## src/rtl/gf_horner_eval_if.sv

```systemverilog
// Handshake bundle for gf_horner_eval: symbol stream in, syndrome set out.
// slave = evaluator side, master = source/sink side.
`timescale 1ns/1ps
interface gf_horner_eval_if #(
    parameter int SYMB_WIDTH = 8,
    parameter int N_ROOTS    = 16
);
    logic                          s_valid;
    logic                          s_ready;
    logic [SYMB_WIDTH-1:0]         s_data;
    logic                          s_last;
    logic                          m_valid;
    logic                          m_ready;
    logic [N_ROOTS*SYMB_WIDTH-1:0] m_synd;
    logic                          m_zero;
    logic                          m_len_err;

    modport slave (
        input  s_valid, s_data, s_last, m_ready,
        output s_ready, m_valid, m_synd, m_zero, m_len_err
    );

    modport master (
        output s_valid, s_data, s_last, m_ready,
        input  s_ready, m_valid, m_synd, m_zero, m_len_err
    );
endinterface

```

## src/rtl/gf_horner_eval.sv

```systemverilog
// Multi-root Horner evaluator over GF(2^SYMB_WIDTH) producing RS syndromes.
// Ports: clk, rst_n (async low), bus (gf_horner_eval_if.slave):
//   s_valid/s_ready/s_data/s_last  codeword symbols, highest degree first
//   m_valid/m_ready/m_synd         syndrome set, lane i at [i*W +: W]
//   m_zero, m_len_err              all-zero flag, over-length flag
// Optional macro GF_HORNER_LEN_CHECK_EN enables the codeword length check.
`timescale 1ns/1ps
module gf_horner_eval #(
    parameter int          SYMB_WIDTH = 8,
    parameter int unsigned POLY       = 285,
    parameter int          N_ROOTS    = 16,
    parameter int          FIRST_ROOT = 0
) (
    input  logic              clk,
    input  logic              rst_n,
    gf_horner_eval_if.slave   bus
);
    localparam int W     = SYMB_WIDTH;
    localparam int ORDER = (1 << W) - 1;
    localparam logic [W-1:0] RED = POLY[W-1:0];

    // Multiply by alpha (x) with reduction by the field polynomial.
    function automatic logic [W-1:0] xtime(input logic [W-1:0] v);
        return {v[W-2:0], 1'b0} ^ (v[W-1] ? RED : '0);
    endfunction

    // alpha^e as a bit vector; used only for elaboration constants.
    function automatic logic [W-1:0] alpha_pow(input int e);
        logic [W-1:0] v;
        v = W'(1);
        for (int k = 0; k < e; k++) begin
            v = xtime(v);
        end
        return v;
    endfunction

    logic [N_ROOTS-1:0][W-1:0] acc_q;
    logic [N_ROOTS-1:0][W-1:0] acc_d;
    logic [N_ROOTS-1:0][W-1:0] synd_q;
    logic [W-1:0]              prod [N_ROOTS];
    logic                      first_q;
    logic                      alive_q;
    logic                      m_valid_q;
    logic                      zero_q;
    logic                      zero_d;
    logic                      acc_ok;
    logic                      acc_last;

    // Stall input only while a finished result waits for the sink.
    assign bus.s_ready = alive_q && !(m_valid_q && !bus.m_ready);
    assign acc_ok      = bus.s_valid && bus.s_ready;
    assign acc_last    = acc_ok && bus.s_last;

    // Constant multiplier lanes: bit j of acc contributes alpha^(e+j),
    // so each lane is a fixed XOR network over the accumulator bits.
    for (genvar i = 0; i < N_ROOTS; i++) begin : g_lane
        localparam int EXP = ((FIRST_ROOT + i) % ORDER + ORDER) % ORDER;
        logic [W-1:0] term [W];
        logic [W-1:0] lane_prod;

        for (genvar j = 0; j < W; j++) begin : g_col
            localparam logic [W-1:0] COL = alpha_pow(EXP + j);
            assign term[j] = acc_q[i][j] ? COL : '0;
        end

        always_comb begin
            lane_prod = '0;
            for (int j = 0; j < W; j++) begin
                lane_prod = lane_prod ^ term[j];
            end
        end

        assign prod[i] = lane_prod;
    end

    // Horner step; the first symbol of a codeword loads directly.
    always_comb begin
        acc_d = '0;
        for (int i = 0; i < N_ROOTS; i++) begin
            acc_d[i] = first_q ? bus.s_data : (prod[i] ^ bus.s_data);
        end
        zero_d = (acc_d == '0);
    end

    always_ff @(posedge clk or negedge rst_n) begin
        if (!rst_n) begin
            acc_q     <= '0;
            synd_q    <= '0;
            first_q   <= 1'b1;
            alive_q   <= 1'b0;
            m_valid_q <= 1'b0;
            zero_q    <= 1'b0;
        end else begin
            alive_q <= 1'b1;
            if (acc_ok) begin
                if (bus.s_last) begin
                    acc_q   <= '0;
                    first_q <= 1'b1;
                    synd_q  <= acc_d;
                    zero_q  <= zero_d;
                end else begin
                    acc_q   <= acc_d;
                    first_q <= 1'b0;
                end
            end
            // A new result landing in the same cycle as a handshake
            // keeps m_valid high so results stream without a bubble.
            if (acc_last) begin
                m_valid_q <= 1'b1;
            end else if (m_valid_q && bus.m_ready) begin
                m_valid_q <= 1'b0;
            end
        end
    end

    assign bus.m_valid = m_valid_q;
    assign bus.m_synd  = synd_q;
    assign bus.m_zero  = zero_q;

`ifdef GF_HORNER_LEN_CHECK_EN
    localparam int CW = W + 1;

    logic [CW-1:0] len_q;
    logic [CW-1:0] len_d;
    logic          len_err_q;
    logic          len_err_d;

    // Saturating symbol count, including the symbol being accepted.
    always_comb begin
        len_d = len_q;
        if (first_q) begin
            len_d = CW'(1);
        end else if (!(&len_q)) begin
            len_d = len_q + CW'(1);
        end
        len_err_d = (len_d > CW'(ORDER));
    end

    always_ff @(posedge clk or negedge rst_n) begin
        if (!rst_n) begin
            len_q     <= '0;
            len_err_q <= 1'b0;
        end else if (acc_ok) begin
            if (bus.s_last) begin
                len_q     <= '0;
                len_err_q <= len_err_d;
            end else begin
                len_q     <= len_d;
            end
        end
    end

    assign bus.m_len_err = len_err_q;
`else
    assign bus.m_len_err = 1'b0;
`endif

endmodule

```

## src/flat_wrapper.sv

```systemverilog
// flat-port wrapper written by rule: the top's interface ports become plain ports
module gf_horner_eval_flat 
#(
    parameter int          SYMB_WIDTH = 8,
    parameter int unsigned POLY       = 285,
    parameter int          N_ROOTS    = 16,
    parameter int          FIRST_ROOT = 0
)
  (clk, rst_n, bus_s_valid, bus_s_data, bus_s_last, bus_m_ready, bus_s_ready, bus_m_valid, bus_m_synd, bus_m_zero, bus_m_len_err);
  gf_horner_eval_if #(.SYMB_WIDTH(SYMB_WIDTH), .N_ROOTS(N_ROOTS)) bus_i ();
  input  logic clk;
  input  logic rst_n;
  input wire logic [$bits(bus_i.s_valid)-1:0] bus_s_valid;
  input wire logic [$bits(bus_i.s_data)-1:0] bus_s_data;
  input wire logic [$bits(bus_i.s_last)-1:0] bus_s_last;
  input wire logic [$bits(bus_i.m_ready)-1:0] bus_m_ready;
  output wire logic [$bits(bus_i.s_ready)-1:0] bus_s_ready;
  output wire logic [$bits(bus_i.m_valid)-1:0] bus_m_valid;
  output wire logic [$bits(bus_i.m_synd)-1:0] bus_m_synd;
  output wire logic [$bits(bus_i.m_zero)-1:0] bus_m_zero;
  output wire logic [$bits(bus_i.m_len_err)-1:0] bus_m_len_err;
  assign bus_i.s_valid = bus_s_valid;
  assign bus_i.s_data = bus_s_data;
  assign bus_i.s_last = bus_s_last;
  assign bus_i.m_ready = bus_m_ready;
  assign bus_s_ready = bus_i.s_ready;
  assign bus_m_valid = bus_i.m_valid;
  assign bus_m_synd = bus_i.m_synd;
  assign bus_m_zero = bus_i.m_zero;
  assign bus_m_len_err = bus_i.m_len_err;
  gf_horner_eval #(.SYMB_WIDTH(SYMB_WIDTH), .POLY(POLY), .N_ROOTS(N_ROOTS), .FIRST_ROOT(FIRST_ROOT)) u_core (.clk(clk), .rst_n(rst_n), .bus(bus_i));
endmodule
```

## config.mk

```make
export PLATFORM = sky130hd
export DESIGN_NAME = gf_horner_eval_flat
export DESIGN_NICKNAME = d
export VERILOG_FILES = /design/src/rtl/gf_horner_eval_if.sv /design/src/rtl/gf_horner_eval.sv /design/src/flat_wrapper.sv
export SDC_FILE = /design/constraint.sdc
export NUM_CORES = 1
export LEC_CHECK = 0
export BUFFER_PORTS_ARGS = -buffer_cell sky130_fd_sc_hd__buf_2
export CORE_AREA = 3 3 173 175
export CTS_BUF_LIST = sky130_fd_sc_hd__clkbuf_4 sky130_fd_sc_hd__clkbuf_8 sky130_fd_sc_hd__clkbuf_16
export DETAILED_ROUTE_END_ITERATION = 10
export DIE_AREA = 0 0 176 178
export GPL_ROUTABILITY_DRIVEN = 0
export HOLD_SLACK_MARGIN = 0.02
export PLACE_DENSITY = 0.69
export SLEW_MARGIN = 20
export SYNTH_ARGS = -nofsm -noshare
export SYNTH_HDL_FRONTEND = slang
export SYNTH_SLANG_ARGS = --single-unit
```

## constraint.sdc

```tcl
create_clock -name clk -period 6.9 [get_ports clk]
set_input_delay 0.345 -clock clk [delete_from_list [all_inputs] [get_ports clk]]
set_output_delay 0.345 -clock clk [all_outputs]
set_load 0.05 [all_outputs]
```

==> summary.md <==
| Metric | Value |
|---|---|
| Reg2Reg Depth | `9` |
| CP Capture Type | `flop` |
| Worst Path Required | `approximately 7400 ps` |
| Sink Count | `260` |
| GR peak layer | `met2` |
| Status | `finished, final reports clean` |
| Drt wl/cell | `19.1 µm` |
| Period utilization | `between 50 and 60%` |
| Core area | `between 0.02 and 0.03 mm²` |
| Crit path depth | `9` |
| Synthesized area per cell | `9.08 µm²` |
| Ant. Diodes | `0` |
| Max Freq | `approximately 250 MHz` |
| Total gr overflow | `0` |
| Clock Latency Late Sink | `about 540 ps` |
| Dpl ws | `approximately 3000 ps` |
| Setup Crit Path Kind | `reg2reg` |
| First-pass GRT wire length | `a little over 60,000 µm` |
| Post-synth top area share | `~45%` |
| Fillers | `around 2,600` |
| Crit path to | `u_core.bus.m_zero$_DFFE_PN0P_` |
| # setup viols final | `0` |
| Longest Clk Path Bufs | `3` |
| CP dominant cell by count | `or4_1` |
| Post-synth cell types | `53` |
| WL final | `just under 40,000 µm` |
| Main area contributors after synthesis | `dfrtp_1 45%, xnor2_1 13%, nand2_1 8.3%, o21ai_0 7.1%, xor2_1 5.1%` |
| Mapped Nets | `~1,600` |
| Ys flop type | `dfrtp_1` |
| Io pins | `around 150` |
| Total GRT Usage | `24.8%` |
| Met1 Use GR | `approximately 34%` |
| Largest net degree at the start of global routing | `approximately 180` |
| Hold crit path type | `in2reg` |
| P_leak | `between 7 and 8 nW` |
| Detailed Place HPWL | `about 26,000 µm` |
| Post-synth EDFFs | `0` |
| Vias in the first global route | `10,900` |
| Starting density of the core | `49.8%` |
| Met3 Use GR | `around 4.5%` |
| R2r endpoint | `u_core.bus.m_zero$_DFFE_PN0P_` |
| Reg2reg setup slack | `2940 ps` |
| Ys async rst share | `between 90% and 100%` |
| Sum Neg Setup Slack | `0 ps` |
| Slew of the pin with the lowest slew margin | `between 1000 and 1500 ps` |
| Slew Limit Fails | `0` |
| Layout net count | `1,651` |
| Area of the multi-input gates | `roughly 0.0073 mm²` |
| Cell count after synthesis | `1,570` |
| Max-cap violations | `0` |
| CTS tree | `yes` |
| Crit Path Max Fanout | `94` |
| Relative slew margins | `just over 30%` |
| Area Growth Syn to Fin | `12.5%` |
| Iteration-0 DRC Markers | `963` |
| Ratio of cells with drive above 1 in the final layout | `between 10% and 20%` |
| Crit. Startpoint | `u_core.first_q$_DFFE_PN1P_` |
| P per Cell Area | `between 500 and 600 mW/mm²` |
| Root Driver | `clkbuf_16` |
| Crit-path leading delay family | `simple AND/OR/NAND/NOR gates` |
| Register area share after synthesis | `45.7%` |
| Number of synthesized register bits | `260` |
| Setup ws final | `between 2000 and 3000 ps` |
| Seq. cell area | `around 0.0065 mm²` |
| Reg2Reg Launch Point | `u_core.first_q$_DFFE_PN1P_` |
| Critical Path Start Type | `flop` |
| Post-DRT Antenna Nets | `0` |
| # rows | `62` |
| Htree depth | `1` |
| Synth area leader | `dfrtp_1` |
| Worst EP arrival | `approximately 4400 ps` |
| Critical path's largest stage delay | `between 1000 and 1500 ps` |
| M2 GR Usage | `39.3%` |
| Die X | `between 150 and 200 µm` |
| Vias per std cell | `5.54` |
| Slowest cell on the critical path | `dfstp_4` |
| CP Cell Sequence | `buf_4 > nor2b_1 > mux2i_1 > xor2_1 > nand2_1 > or4_1 > or4_1 > nor4_2 > a32o_1` |
| IO Port Bufs | `143` |
| Worst VDD drop | `~0.25 mV` |
| DIE AREA | `roughly 0.031 mm²` |
| Pre-antenna DRT Iters | `5` |
| Total CTS buffers | `28` |
| Drt drc | `0` |
| Final hold vios | `0` |
| YS warnings | `0` |
| Crit path time final | `approximately 4000 ps` |
| Die height | `between 150 and 200 µm` |
| Syn Std Cell Area | `between 0.01 and 0.015 mm²` |
| Vias | `between 10,000 and 15,000` |
| RSZ-0062 raised after global routing | `false` |
| Initial antenna violation count | `0` |
| Clock transition at the registers of the reported paths | `60 ps` |
| Worst Skew | `between 7 and 8 ps` |
| Worst path bufs/invs | `1` |
==> tightest hold or removal path, stage by stage <==
cell and delay (ps):
buf_2 70, nand2b_1 110, nand2_1 50
==> metal layers <==
| layer | vias up | wire, µm |
|---|---|---|
| met4 | 0 | 1590 |
| met2 | 391 | 17900 |
| met1 | 5492 | 16800 |
| met3 | 97 | 2650 |
| met5 | - | 0 |
| li1 | 5304 | - |
==> registers in the layout (all words and copies together), names as in the netlist <==
register / cells
u_core.acc_q: 128
u_core.bus.m_synd: 128
u_core.alive_q: 1
u_core.bus.m_valid: 1
u_core.bus.m_zero: 1
u_core.first_q: 1
==> logic make-up after synthesis <==
logic type      count (synthesis)  share of synthesized area [%]
compound gates                296                           12.2
mux                            14                          0.983
other cells                     2                         0.0527
xor+xnor                      304                           19.8
flops                         260                           45.7
buf+inv                       123                           3.59
simple gates                  571                           17.7
==> cell type report <==
class / instances / area share [%]
Timing Repair Buffer: 155 / 5.18
Sequential cell: 260 / 40.6
Multi-Input combinational cell: 1187 / 45.3
Inverter: 6 / 0.140
Clock buffer: 38 / 5.06
Tap cell: 384 / 3.00
Clock inverter: 8 / 0.733
==> cells in the mapped netlist, types with 17 or more instances <==
master	count
nand2_1	314
clkbuf_1	74
xnor2_1	209
xor2_1	83
buf_2	22
dfrtp_1	259
nor2_1	119
nor3_1	17
and2_1	17
o21ai_0	201
a22o_1	32
nor2b_1	28
==> how the worst min path moves through the flow <==
| stage | end | slack (ps) | cells after the start | startpoint |
|---|---|---|---|---|
| final | u_core.bus.m_valid$_DFFE_PN0P_ | 80 | 3 | bus_m_ready |
| after global routing | u_core.bus.m_valid$_DFFE_PN0P_ | 110 | 3 | bus_m_ready |
| after CTS | u_core.bus.m_valid$_DFFE_PN0P_ | 70 | 3 | bus_m_ready |
| after detailed placement | u_core.bus.m_synd[97]$_DFFE_PN0P_ | 390 | 1 | rst_n |
| after global placement | u_core.bus.m_synd[97]$_DFFE_PN0P_ | 390 | 1 | rst_n |
| after floorplan | u_core.acc_q[0]$_DFFE_PN0P_ | 50 | 0 | rst_n |
==> power breakdown <==
part           internal, mW  total [mW]  switching [mW]  leakage (nW)
clock                 0.927        1.53           0.608         0.465
sequential             2.14        2.77           0.634          3.31
combinational          1.86        5.31            3.45          3.53
total                  4.92        9.61            4.69          7.30
==> cell usage in the layout (no fill, tap or decap), drive strengths merged, types with 15 or more instances in the layout <==
cell type / count
a21oi: 15
dfrtp: 259
nand2: 314
o31ai: 15
buf: 154
a22o: 33
xor2: 85
nor2b: 28
nor2: 119
clkbuf: 38
o21ai: 201
and2: 19
xnor2: 209
nor3: 17
==> repair_timing <==
action                    4_1_cts  5_1_grt
buffers inserted                0        0
resized for setup               0        0
hold endpoints to repair       79        0
hold buffers                    1        0
==> stage by stage <==
| step | cell area (µm²) | util (%) | instances | hold WS (ps) | power [mW] |
|---|---|---|---|---|---|
| after floorplan | 14300 | - | 1570 | 49.4 | 6.76 |
| after global placement | 15100 | 52.7 | 1991 | 386 | 7.98 |
| after detailed placement | 15100 | 52.7 | 1991 | 392 | 8.08 |
| after CTS | 16000 | 56.0 | 2038 | 70.2 | 9.66 |
| after global routing | 16000 | 56.0 | 2038 | 111 | 10.2 |
| final | 16000 | 56.0 | 2038 | 79.2 | 9.61 |
Power figures use the tool's default switching activity.
